File: config.mk
export PLATFORM = sky130hd
export DESIGN_NAME = nios2_oci_trace_capture
export DESIGN_NICKNAME = d
export VERILOG_FILES = /design/src/rtl/nios2_oci_trace_capture.sv
export SDC_FILE = /design/constraint.sdc
export NUM_CORES = 1
export LEC_CHECK = 0
export ABC_AREA = 1
export CAP_MARGIN = 20
export CELL_PAD_IN_SITES_DETAIL_PLACEMENT = 0
export CELL_PAD_IN_SITES_GLOBAL_PLACEMENT = 2
export CORE_MARGIN = 8
export CORE_UTILIZATION = 42
export CTS_BUF_LIST = sky130_fd_sc_hd__clkbuf_16
export CTS_CLUSTER_SIZE = 24
export DETAILED_ROUTE_END_ITERATION = 10
export PLACE_DENSITY_LB_ADDON = 0.1
export SETUP_SLACK_MARGIN = 0.1
export SYNTH_ARGS = -nofsm -noshare
export SYNTH_HDL_FRONTEND = slang
export SYNTH_SLANG_ARGS = --single-unit
File: constraint.sdc
create_clock -name clk -period 4.5 [get_ports clk]
set_input_delay 0.9 -clock clk [delete_from_list [all_inputs] [get_ports clk]]
set_output_delay 0.9 -clock clk [all_outputs]
set_load 0.005 [all_outputs]
File: src/rtl/nios2_oci_trace_capture.sv
// nios2_oci_trace_capture
//   Captures Nios II OCI debug-control-trace (DCT) words into a
//   first-word-fall-through FIFO. Keeps saturating statistics and runs an
//   end-of-test drain sequence that ends in a sticky test_has_ended flag.
//
// Ports
//   clk            single clock, rising edge
//   reset          synchronous, active-high
//   dct_buffer     trace word
//   dct_count      number of valid trace slots in dct_buffer (0 = ignore word)
//   dct_valid      push strobe, one word per cycle
//   test_ending    level, requests the end-of-test drain
//   rd_data        {dct_count, dct_buffer} of the FIFO head
//   rd_valid       FIFO not empty
//   rd_ready       consumer accepts the head
//   fill_level     registered occupancy, 0..DEPTH
//   drop_count     words lost to overflow, saturating
//   slot_total     sum of dct_count over accepted words, saturating
//   rd_timestamp   cycle counter at acceptance of the head word
//                  (only when NIOS2_OCI_TRACE_TIMESTAMP_EN is defined)
//   test_has_ended drain complete, sticky until reset
//
// Optional feature macro: NIOS2_OCI_TRACE_TIMESTAMP_EN

module nios2_oci_trace_capture #(
  parameter int BUF_W  = 30,
  parameter int CNT_W  = 4,
  parameter int DEPTH  = 16,
  parameter int ADDR_W = 4,
  parameter int STAT_W = 16
) (
  input  logic                    clk,
  input  logic                    reset,
  input  logic [BUF_W-1:0]        dct_buffer,
  input  logic [CNT_W-1:0]        dct_count,
  input  logic                    dct_valid,
  input  logic                    test_ending,
  output logic [BUF_W+CNT_W-1:0]  rd_data,
  output logic                    rd_valid,
  input  logic                    rd_ready,
  output logic [ADDR_W:0]         fill_level,
  output logic [STAT_W-1:0]       drop_count,
  output logic [STAT_W-1:0]       slot_total,
`ifdef NIOS2_OCI_TRACE_TIMESTAMP_EN
  output logic [31:0]             rd_timestamp,
`endif
  output logic                    test_has_ended
);

  localparam int DATA_W = BUF_W + CNT_W;
`ifdef NIOS2_OCI_TRACE_TIMESTAMP_EN
  localparam int WORD_W = DATA_W + 32;
`else
  localparam int WORD_W = DATA_W;
`endif
  localparam logic [ADDR_W:0] FULL_LEVEL = (ADDR_W+1)'(DEPTH);

  typedef enum logic [1:0] {RUN, DRAIN, ENDED} state_t;

  state_t              state_reg, state_next;
  logic [WORD_W-1:0]   mem [DEPTH];
  logic [ADDR_W-1:0]   wr_ptr_reg, rd_ptr_reg;
  logic [ADDR_W:0]     fill_level_reg;
  logic [STAT_W-1:0]   drop_count_reg, slot_total_reg;
  logic                test_has_ended_reg;
  logic [STAT_W:0]     slot_sum;
  logic [WORD_W-1:0]   wr_word;
  logic                push_req, pop, accept, drop, full;

`ifdef NIOS2_OCI_TRACE_TIMESTAMP_EN
  logic [31:0]         ts_reg;

  always_ff @(posedge clk) begin
    if (reset) ts_reg <= '0;
    else       ts_reg <= ts_reg + 32'd1;
  end

  assign wr_word      = {ts_reg, dct_count, dct_buffer};
  assign rd_timestamp = mem[rd_ptr_reg][WORD_W-1 -: 32];
`else
  assign wr_word      = {dct_count, dct_buffer};
`endif

  // Head is read asynchronously so a word accepted at one edge is visible
  // right after it (first-word fall-through).
  assign rd_data  = mem[rd_ptr_reg][DATA_W-1:0];
  assign rd_valid = (fill_level_reg != '0);

  always_comb begin
    push_req = dct_valid && (state_reg == RUN) && (dct_count != '0);
    pop      = rd_valid && rd_ready;
    full     = (fill_level_reg == FULL_LEVEL);
    // A pop in the same cycle frees the slot, so a full FIFO still accepts.
    accept   = push_req && (!full || pop);
    drop     = push_req && !accept;
    slot_sum = {1'b0, slot_total_reg} + (STAT_W+1)'(dct_count);
  end

  always_comb begin
    state_next = state_reg;
    case (state_reg)
      RUN:     if (test_ending) state_next = DRAIN;
      DRAIN:   if (fill_level_reg == '0 && !push_req) state_next = ENDED;
      ENDED:   state_next = ENDED;
      default: state_next = RUN;
    endcase
  end

  // Storage has no reset; validity is tracked by fill_level alone.
  always_ff @(posedge clk) begin
    if (accept) mem[wr_ptr_reg] <= wr_word;
  end

  always_ff @(posedge clk) begin
    if (reset) begin
      state_reg          <= RUN;
      wr_ptr_reg         <= '0;
      rd_ptr_reg         <= '0;
      fill_level_reg     <= '0;
      drop_count_reg     <= '0;
      slot_total_reg     <= '0;
      test_has_ended_reg <= 1'b0;
    end else begin
      state_reg          <= state_next;
      test_has_ended_reg <= (state_next == ENDED);
      if (accept) wr_ptr_reg <= wr_ptr_reg + ADDR_W'(1);
      if (pop)    rd_ptr_reg <= rd_ptr_reg + ADDR_W'(1);
      case ({accept, pop})
        2'b10:   fill_level_reg <= fill_level_reg + (ADDR_W+1)'(1);
        2'b01:   fill_level_reg <= fill_level_reg - (ADDR_W+1)'(1);
        default: fill_level_reg <= fill_level_reg;
      endcase
      if (drop && drop_count_reg != '1)
        drop_count_reg <= drop_count_reg + STAT_W'(1);
      if (accept)
        slot_total_reg <= slot_sum[STAT_W] ? '1 : slot_sum[STAT_W-1:0];
    end
  end

  assign fill_level     = fill_level_reg;
  assign drop_count     = drop_count_reg;
  assign slot_total     = slot_total_reg;
  assign test_has_ended = test_has_ended_reg;

endmodule

## Yosys cells after proc, flatten, opt, wreduce, memory -nomap -nowiden

Memory sizes are Yosys's and may differ from the RTL's. A register that Yosys moved wholly into a read port is not among the register bits.
Index checks and enable logic that the tools add are counted.

| word-level totals | value |
|---|---|
| memory bits (writable) | 544 |
| register bits | 48 |
| output and inout bits | 73 |
| word-level logic and storage cells | 46 |
| memories | 1 |

Memory list:

| name | words | bits a word | read ports | clocked after Yosys merged registers in | write ports | line | RTL |
|---|---|---|---|---|---|---|---|
| mem | 16 | 34 | 1 | 1 | 1 | 61 | `logic [WORD_W-1:0] mem [DEPTH];` |

| operators by class | value |
|---|---|
| reduce and logical (&&, ||, !) cells | 16 |
| mux-type cells | 9 |
| add/subtract/negate cells | 6 |
| eq/ne operators | 7 |

Operator list:

| operator | count |
|---|---|
| adder 16 x 4 -> 17 bit | 1 |
| adder 16 x 1 -> 16 bit, second input constant | 1 |
| 2-to-1 mux 16 bit | 1 |
| != test 16 bit, second input constant | 1 |
| one-hot mux 5 bit (2 select lines) | 1 |
| adder 4 x 1 -> 4 bit, second input constant | 2 |
| 2-to-1 mux 4 bit | 2 |
| logical AND 1 bit | 7 |
| equality test 2 bit, second input constant | 3 |
| one-hot mux 2 bit (3 select lines) | 1 |
| adder 5 x 1 -> 5 bit, second input constant | 1 |
| equality test 5 bit, second input constant | 1 |
| zero test 5 bit | 1 |
| nonzero test 5 bit | 1 |
| subtractor 5 x 1 -> 5 bit, second input constant | 1 |
| equality test 2 x 1 -> 1 bit, second input constant | 2 |
| 2-to-1 mux 2 bit | 2 |
| nonzero test 4 bit | 1 |
| zero test 1 bit | 3 |
| zero test 2 bit | 1 |
| 2-to-1 mux 1 bit | 2 |
| nonzero test 2 bit | 1 |
| logical OR 1 bit | 1 |

## Logic depth before layout (Yosys ltp)

Gate-level depths: netlist of run 1.

| logic depth | value |
|---|---|
| depth after elaboration | 8 |
| gate-level depth with buffers | 14 |
| mapped depth without buffers | 14 |

## Worst setup path after synthesis of run 1

OpenSTA, ideal clock, no wires.

| path | value |
|---|---|
| path kind | input -> register |
| start | input dct_valid |
| end | memory mem[0][0] in the netlist's numbering (enable) |
| required time | 4.075 ns |
| buffers on the path | 2 |
| setup slack | 0.954 ns |
| arrival | 3.121 ns |
| cell stages on the path | 7 |
| cell sequence | nor3b_2 nand2_1 nor2_2 buf_6 buf_6 nand2_1 nor2_1 |

| on the way | value |
|---|---|
| cells in the longest elaborated chain, start to end | 5 |

Ends and longest elaborated chain:

| item | line | RTL |
|---|---|---|
| from (decl) | 36 | `input logic dct_valid,` |
| logical AND 1 bit (2 in a row) | 90 | `push_req = dct_valid && (state_reg == RUN) && (dct_count != '0);` |
| logical AND 1 bit | 94 | `accept = push_req && (!full \|\| pop);` |
| 2-to-1 mux 1 bit | 111 | `if (accept) mem[wr_ptr_reg] <= wr_word;` |
| 2-to-1 mux 1 bit (not written as such) | 111 |  |
| to (decl) | 61 |  |

No other way between the ends.

==> results of run 1 <==
[synthesized netlist by cell type, drive strengths merged]
library cell / number / share of area (%)
a211oi: 2 / 0.062
a21oi: 32 / 0.66
a31oi: 4 / 0.10
and2: 1 / 0.026
buf: 54 / 1.4
clkbuf: 68 / 1.0
clkinv: 1 / 0.015
dfxtp: 52 / 4.3
edfxtp: 544 / 67
fa: 2 / 0.16
ha: 13 / 0.67
inv: 49 / 0.76
nand2: 173 / 2.7
nand3: 76 / 1.7
nand3b: 1 / 0.031
nand4: 10 / 0.26
nor2: 477 / 7.4
nor3: 6 / 0.16
nor3b: 2 / 0.10
nor4: 1 / 0.026
o211ai: 136 / 4.2
o21ai: 319 / 6.6
o21bai: 1 / 0.031
or2: 1 / 0.026
xnor2: 7 / 0.25
xor2: 10 / 0.36
[layout by cell type, fill, tap and decap left out, types with 3 or more instances in the layout]
cell type	Yosys	layout
bufinv_16	0	6
nand4_1	10	10
nand3_1	73	73
a21oi_1	32	32
xnor2_1	7	7
clkdlybuf4s50_1	0	111
o21ai_1	33	33
nor3_1	4	4
buf_12	0	20
dfxtp_1	52	48
clkinv_1	1	13
o211ai_1	136	136
clkbuf_16	0	69
dfxtp_4	0	3
nor2_2	3	3
inv_1	45	60
o21ai_0	286	286
nor2_1	474	458
buf_4	13	30
a31oi_1	4	4
inv_2	4	4
nand2_1	172	172
clkinv_2	0	10
ha_1	13	13
edfxtp_1	544	544
xor2_1	10	10
nor2_4	0	16
[layout make-up]
cell class / count / share of cell area, %
Clock buffer: 69 / 6.020
Timing Repair Buffer: 161 / 6.055
Inverter: 50 / 0.6805
Multi-Input combinational cell: 1274 / 21.99
Sequential cell: 596 / 60.63
Tap cell: 765 / 3.337
Clock inverter: 48 / 1.287
[per-layer routing]
layer | up-vias | wire, µm
li1 | 7574 | -
met1 | 7842 | 29560
met2 | 304 | 30900
met3 | 76 | 2791
met4 | 2 | 1256
met5 | - | 13
[power groups by stage]
stage	Sequential, µW	Clock, µW	Combinational, µW
after floorplan	6430	0	2230
after global placement	6520	0	3790
after detailed placement	6530	0	3790
after CTS	6420	5380	3820
after global routing	6440	5580	4210
final	6410	5240	3740
[cell families after synthesis]
| logic type | Yosys count | synth area share (%) |
|---|---|---|
| simple gates | 748 | 12.36 |
| flops | 596 | 71.34 |
| compound gates | 494 | 11.60 |
| buf+inv | 172 | 3.252 |
| xor+xnor | 17 | 0.6113 |
| fa+ha+maj | 15 | 0.8322 |
[stage by stage]
stage          hold slack [ps]  setup slack (ps)  utilization (%)  area [µm²]  instances
6_report                 494.5             439.6            49.90       28680       2963
4_1_cts                  493.6             398.1            49.90       28680       2963
5_1_grt                  528.9             246.6            49.90       28680       2963
2_1_floorplan            435.1             953.7                -       24360       2042
3_3_place_gp             458.7             622.5            46.26       26590       2846
3_5_place_dp             475.1             605.5            46.26       26590       2846
[path summary, 6_finish.rpt]
check,startpoint,endpoint,slack (ps),cells past startpoint
max,flip-flop,rd_data[27],440,6
min reg2reg,rd_ptr_reg[3]$_SDFFE_PP0P_,flip-flop,490,2
min,rd_ptr_reg[3]$_SDFFE_PP0P_,flip-flop,490,2
max reg2reg,fill_level[1]$_SDFFE_PP0P_,fill_level[4]$_SDFFE_PP0P_,1960,13
[critical path: cells and delay by family, from the launching register on]
family	cells	cell delay (ps)
buffers and inverters	2	1100
and+or+nand+nor	2	460
AOI/OAI and AO/OA	2	430
DFF	1	390
==> flow_summary_export.csv, run 1 <==
group,metric,value,unit
status,status,"finished, final reports clean",
final_layout,antenna_cells,0,
synthesis,syn_avg_cell_area,11.93,µm²
power_and_ir_drop,total_power,15390,µW
grt,grt_pass1_wl,98.71,mm
synthesis,ys_warn_count,0,
power_and_ir_drop,ir_drop,0.2821,mV
critical_path,max_stage_delay,570,ps
grt,grtUsageMet1,26.36,%
sta,drv_slew,0,
die,rows,88,
critical_path,startpoint_type,"flip-flop",
final_layout,finalNetCount,2204,
sta,relSlewSlack,40.69,%
die,die_x,256.8,µm
power_and_ir_drop,p_int,10760,µW
die,core,57480,µm²
die,ios,112,
sta,setup_tns,0,ps
place,gp_congestion,0.7767,
sta,fin_crit,4060,ps
final_layout,register_area,17390,µm²
route,ant_nets,0,
synthesis,synth_area,24360,µm²
sta,fin_skew,18.66,ps
sta,setup_viol,0,
grt,grt_start_max_net_pins,202,
critical_path,cp.arrival,3160,ps
sta,post-route-period-util,90.23,%
critical_path,required,3600,ps
synthesis,ys_seq_area_share,71.34,%
final_layout,largest_reg_flops,544,
critical_path,critPathKind,"reg2out",
grt,grt_pass1_vias,15810,
synthesis,synth_cells,2042,
final_layout,syn_to_final_growth,17.76,%
final_layout,fillCellCount,5113,
die,die_y,256.8,µm
power_and_ir_drop,clkPwrFrac,34.0,%
clocking,cts_made_buffers,67,
clocking,cts_resized,0,
grt,grt_busiest_layer,"met2",
route,drt_first_iter_violations,1137,
sta,rsz0062_at_grt,"false",
grt,grt_use_met3,3.280,%
job,drv_cap,0,
route,drc_errors,0,
critical_path,endpoint_kind,"output pin",
grt,grt.overflow.total,0,
critical_path,path_max_fanout,201,
final_layout,layout-drive-gt1-share,7.962,%
place,io_buffers,111,
grt,track_usage,19.35,%
clocking,tritoncts,"yes",
synthesis,syn-num-nets,2096,
grt,grtUsageMet2,31.72,%
power_and_ir_drop,p_leak,0.009354,µW
power_and_ir_drop,power_frac_seq,41.7,%
sta,worst_pin_slew,889.7,ps
clocking,post_cts_buffers,0,
power_and_ir_drop,switching_share,30.07,%
grt,antenna_found_initial,1,
synthesis,synth_cell_types,36,
clocking,cts_max_path_buffers,3,
critical_path,crit_chain,"buf_12 -> o21ai_0 -> o211ai_1 -> nand3_1 -> nand2_1 -> clkdlybuf4s50_1",
place,dpl.hpwl,37.68,mm
route,routedWlPerCell,21.78,µm
clocking,htree_levels,3,
sta,hold_violations,0,
die,initial_core_util,42.38,%
worst_hold_path,min_path_type,"reg2reg",
power_and_ir_drop,p_per_area,536.6,nW/µm²
power_and_ir_drop,switching_power,4628,µW
critical_path,slowest_stage,"clkdlybuf4s50_1",
clocking,clock_sinks,596,
route,first_pass_iters,5,
clocking,cts.clk_slew.worst_paths,60,ps
route,routed_wl,64.52,mm
sta,max_clock_freq,0.2463,GHz
route,vias,15800,
route,via_per_inst,5.332,
die,die-area,65950,µm²
clocking,root_buffer,"clkbuf_16",
final_layout,multiInputGateArea,6309,µm²
clocking,hold_buffers,0,
synthesis,yosys_register_bits,596,
clocking,clk_latency,590,ps
power_and_ir_drop,pwr-share-comb,24.3,%
Note: power is estimated with default switching activity, not from simulation.
==> run 2, diff against run 1 <==
- CAP_MARGIN: 20 -> unset
- MAX_ROUTING_LAYER: unset -> met4
==> flow_summary_export.csv, run 2 (same netlist as run 1, synthesis figures left out) <==
group,metric,value,unit
critical_path,critPathBufInv,2,
job,drv_cap,0,
grt,grt_pass1_vias,15820,
status,status,"finished, final reports clean",
critical_path,cp.arrival,3160,ps
power_and_ir_drop,p_leak,0.009354,µW
die,core,57480,µm²
clocking,cts_made_buffers,67,
power_and_ir_drop,p_per_area,536.3,nW/µm²
final_layout,layout-drive-gt1-share,7.962,%
clocking,htree_levels,3,
route,vias,15750,
critical_path,r2r_start,"fill_level[1]$_SDFFE_PP0P_",
route,via_per_inst,5.314,
clocking,clk_latency,600,ps
die,ios,112,
critical_path,endpoint_kind,"output pin",
sta,drv_slew,0,
critical_path,max_stage_delay,570,ps
sta,hold_violations,0,
worst_hold_path,hold_start,"rd_ptr_reg[3]$_SDFFE_PP0P_",
clocking,root_buffer,"clkbuf_16",
final_layout,syn_to_final_growth,17.77,%
clocking,cts_max_path_buffers,3,
critical_path,required,3600,ps
grt,track_usage,19.90,%
final_layout,utilization,49.91,%
grt,grtUsageMet2,31.83,%
grt,grt_pass1_wl,98.57,mm
route,routedWlPerCell,21.75,µm
sta,fin_crit,4063,ps
place,place_area,26590,µm²
die,die_y,256.8,µm
grt,grt_busiest_layer,"met2",
clocking,post_cts_buffers,0,
critical_path,crit_chain,"buf_12 -> o21ai_0 -> o211ai_1 -> nand3_1 -> nand2_1 -> clkdlybuf4s50_1",
place,gp_congestion,0.7864,
route,ant_nets,0,
route,routed_wl,64.47,mm
critical_path,startpoint_type,"flip-flop",
sta,whs,494.8,ps
die,rows,88,
clocking,cts_resized,0,
clocking,tritoncts,"yes",
clocking,clock_sinks,596,
grt,antenna_found_initial,1,
sta,setup_viol,0,
clocking,hold_buffers,0,
route,drt_first_iter_violations,1107,
critical_path,cp_top_family,"buffers and inverters",
critical_path,critPathKind,"reg2out",
critical_path,path_max_fanout,201,
grt,grt_use_met3,2.907,%
grt,grt.overflow.total,0,
place,dpl.hpwl,37.68,mm
place,io_buffers,111,
grt,grtUsageMet1,26.48,%
grt,grt_start_max_net_pins,202,
sta,worst_pin_slew,942.7,ps
sta,post-route-period-util,90.29,%
final_layout,finalNetCount,2204,
power_and_ir_drop,ir_drop,0.2821,mV
sta,rsz0062_at_grt,"false",
route,first_pass_iters,5,
final_layout,layout_commonest_cell,"edfxtp_1",
power_and_ir_drop,total_power,15380,µW
die,die-area,65950,µm²
final_layout,largest_reg_flops,544,
sta,fin_skew,21.07,ps
die,die_x,256.8,µm
clocking,cts.clk_slew.worst_paths,60,ps
critical_path,slowest_stage,"clkdlybuf4s50_1",
sta,setup_tns,0,ps
sta,max_clock_freq,0.2461,GHz
route,drc_errors,0,
final_layout,fin_area,28690,µm²
die,initial_core_util,42.38,%
final_layout,layout_common_cells,"544 x edfxtp_1, 458 x nor2_1, 286 x o21ai_0",
sta,relSlewSlack,37.15,%
worst_hold_path,min_path_type,"reg2reg",
## run 2: cell types whose count changed in the layout (fill, tap and decap cells not counted)
cell | before | now
diode_2 | 0 | 1
## run 2: area by class of cell
type                       instances  area [µm²]
fill                            5114       28790
sequential                       596       17390
multi-input combinational       1274        6309
timing repair buffer             161        1737
clock buffer                      69        1727
tap                              765       957.2
clock inverter                    48       369.1
inverter                          50       195.2
antenna                            1       2.502
## run 2: worst reg2reg max path: cells and delay by family (launching register included)
kind	cells	cell delay [ps]
and+or+nand+nor	9	1270
adders and majority gates	1	410
DFF	1	370
buffers and inverters	2	240
AOI/OAI and AO/OA	1	130
## run 2: path summary, 6_finish.rpt
kind | endpoint | slack, ps | cells past startpoint
setup / recovery | rd_data[27] | 440 | 6
setup reg to reg | fill_level[4]$_SDFFE_PP0P_ | 1960 | 13
hold / removal | flip-flop | 490 | 2
hold reg to reg | flip-flop | 490 | 2
## run 2: where the power goes
part,switching (µW),internal (µW)
sequential,164,6250
clock,2120,3110
combinational,2330,1400
## run 2: per-stage QoR
stage	setup slack, ps	std cells
finish	437.1	2964
global route	254.3	2964
CTS	398.1	2963
detailed placement	605.5	2846
global placement	622.5	2846
floorplan	953.7	2042
## run 2: routing by layer
metal | wire length, µm | vias up
li1 | - | 7575
met1 | 29640 | 7748
met2 | 30830 | 350
met3 | 2748 | 78
met4 | 1253 | 0
met5 | 0 | -
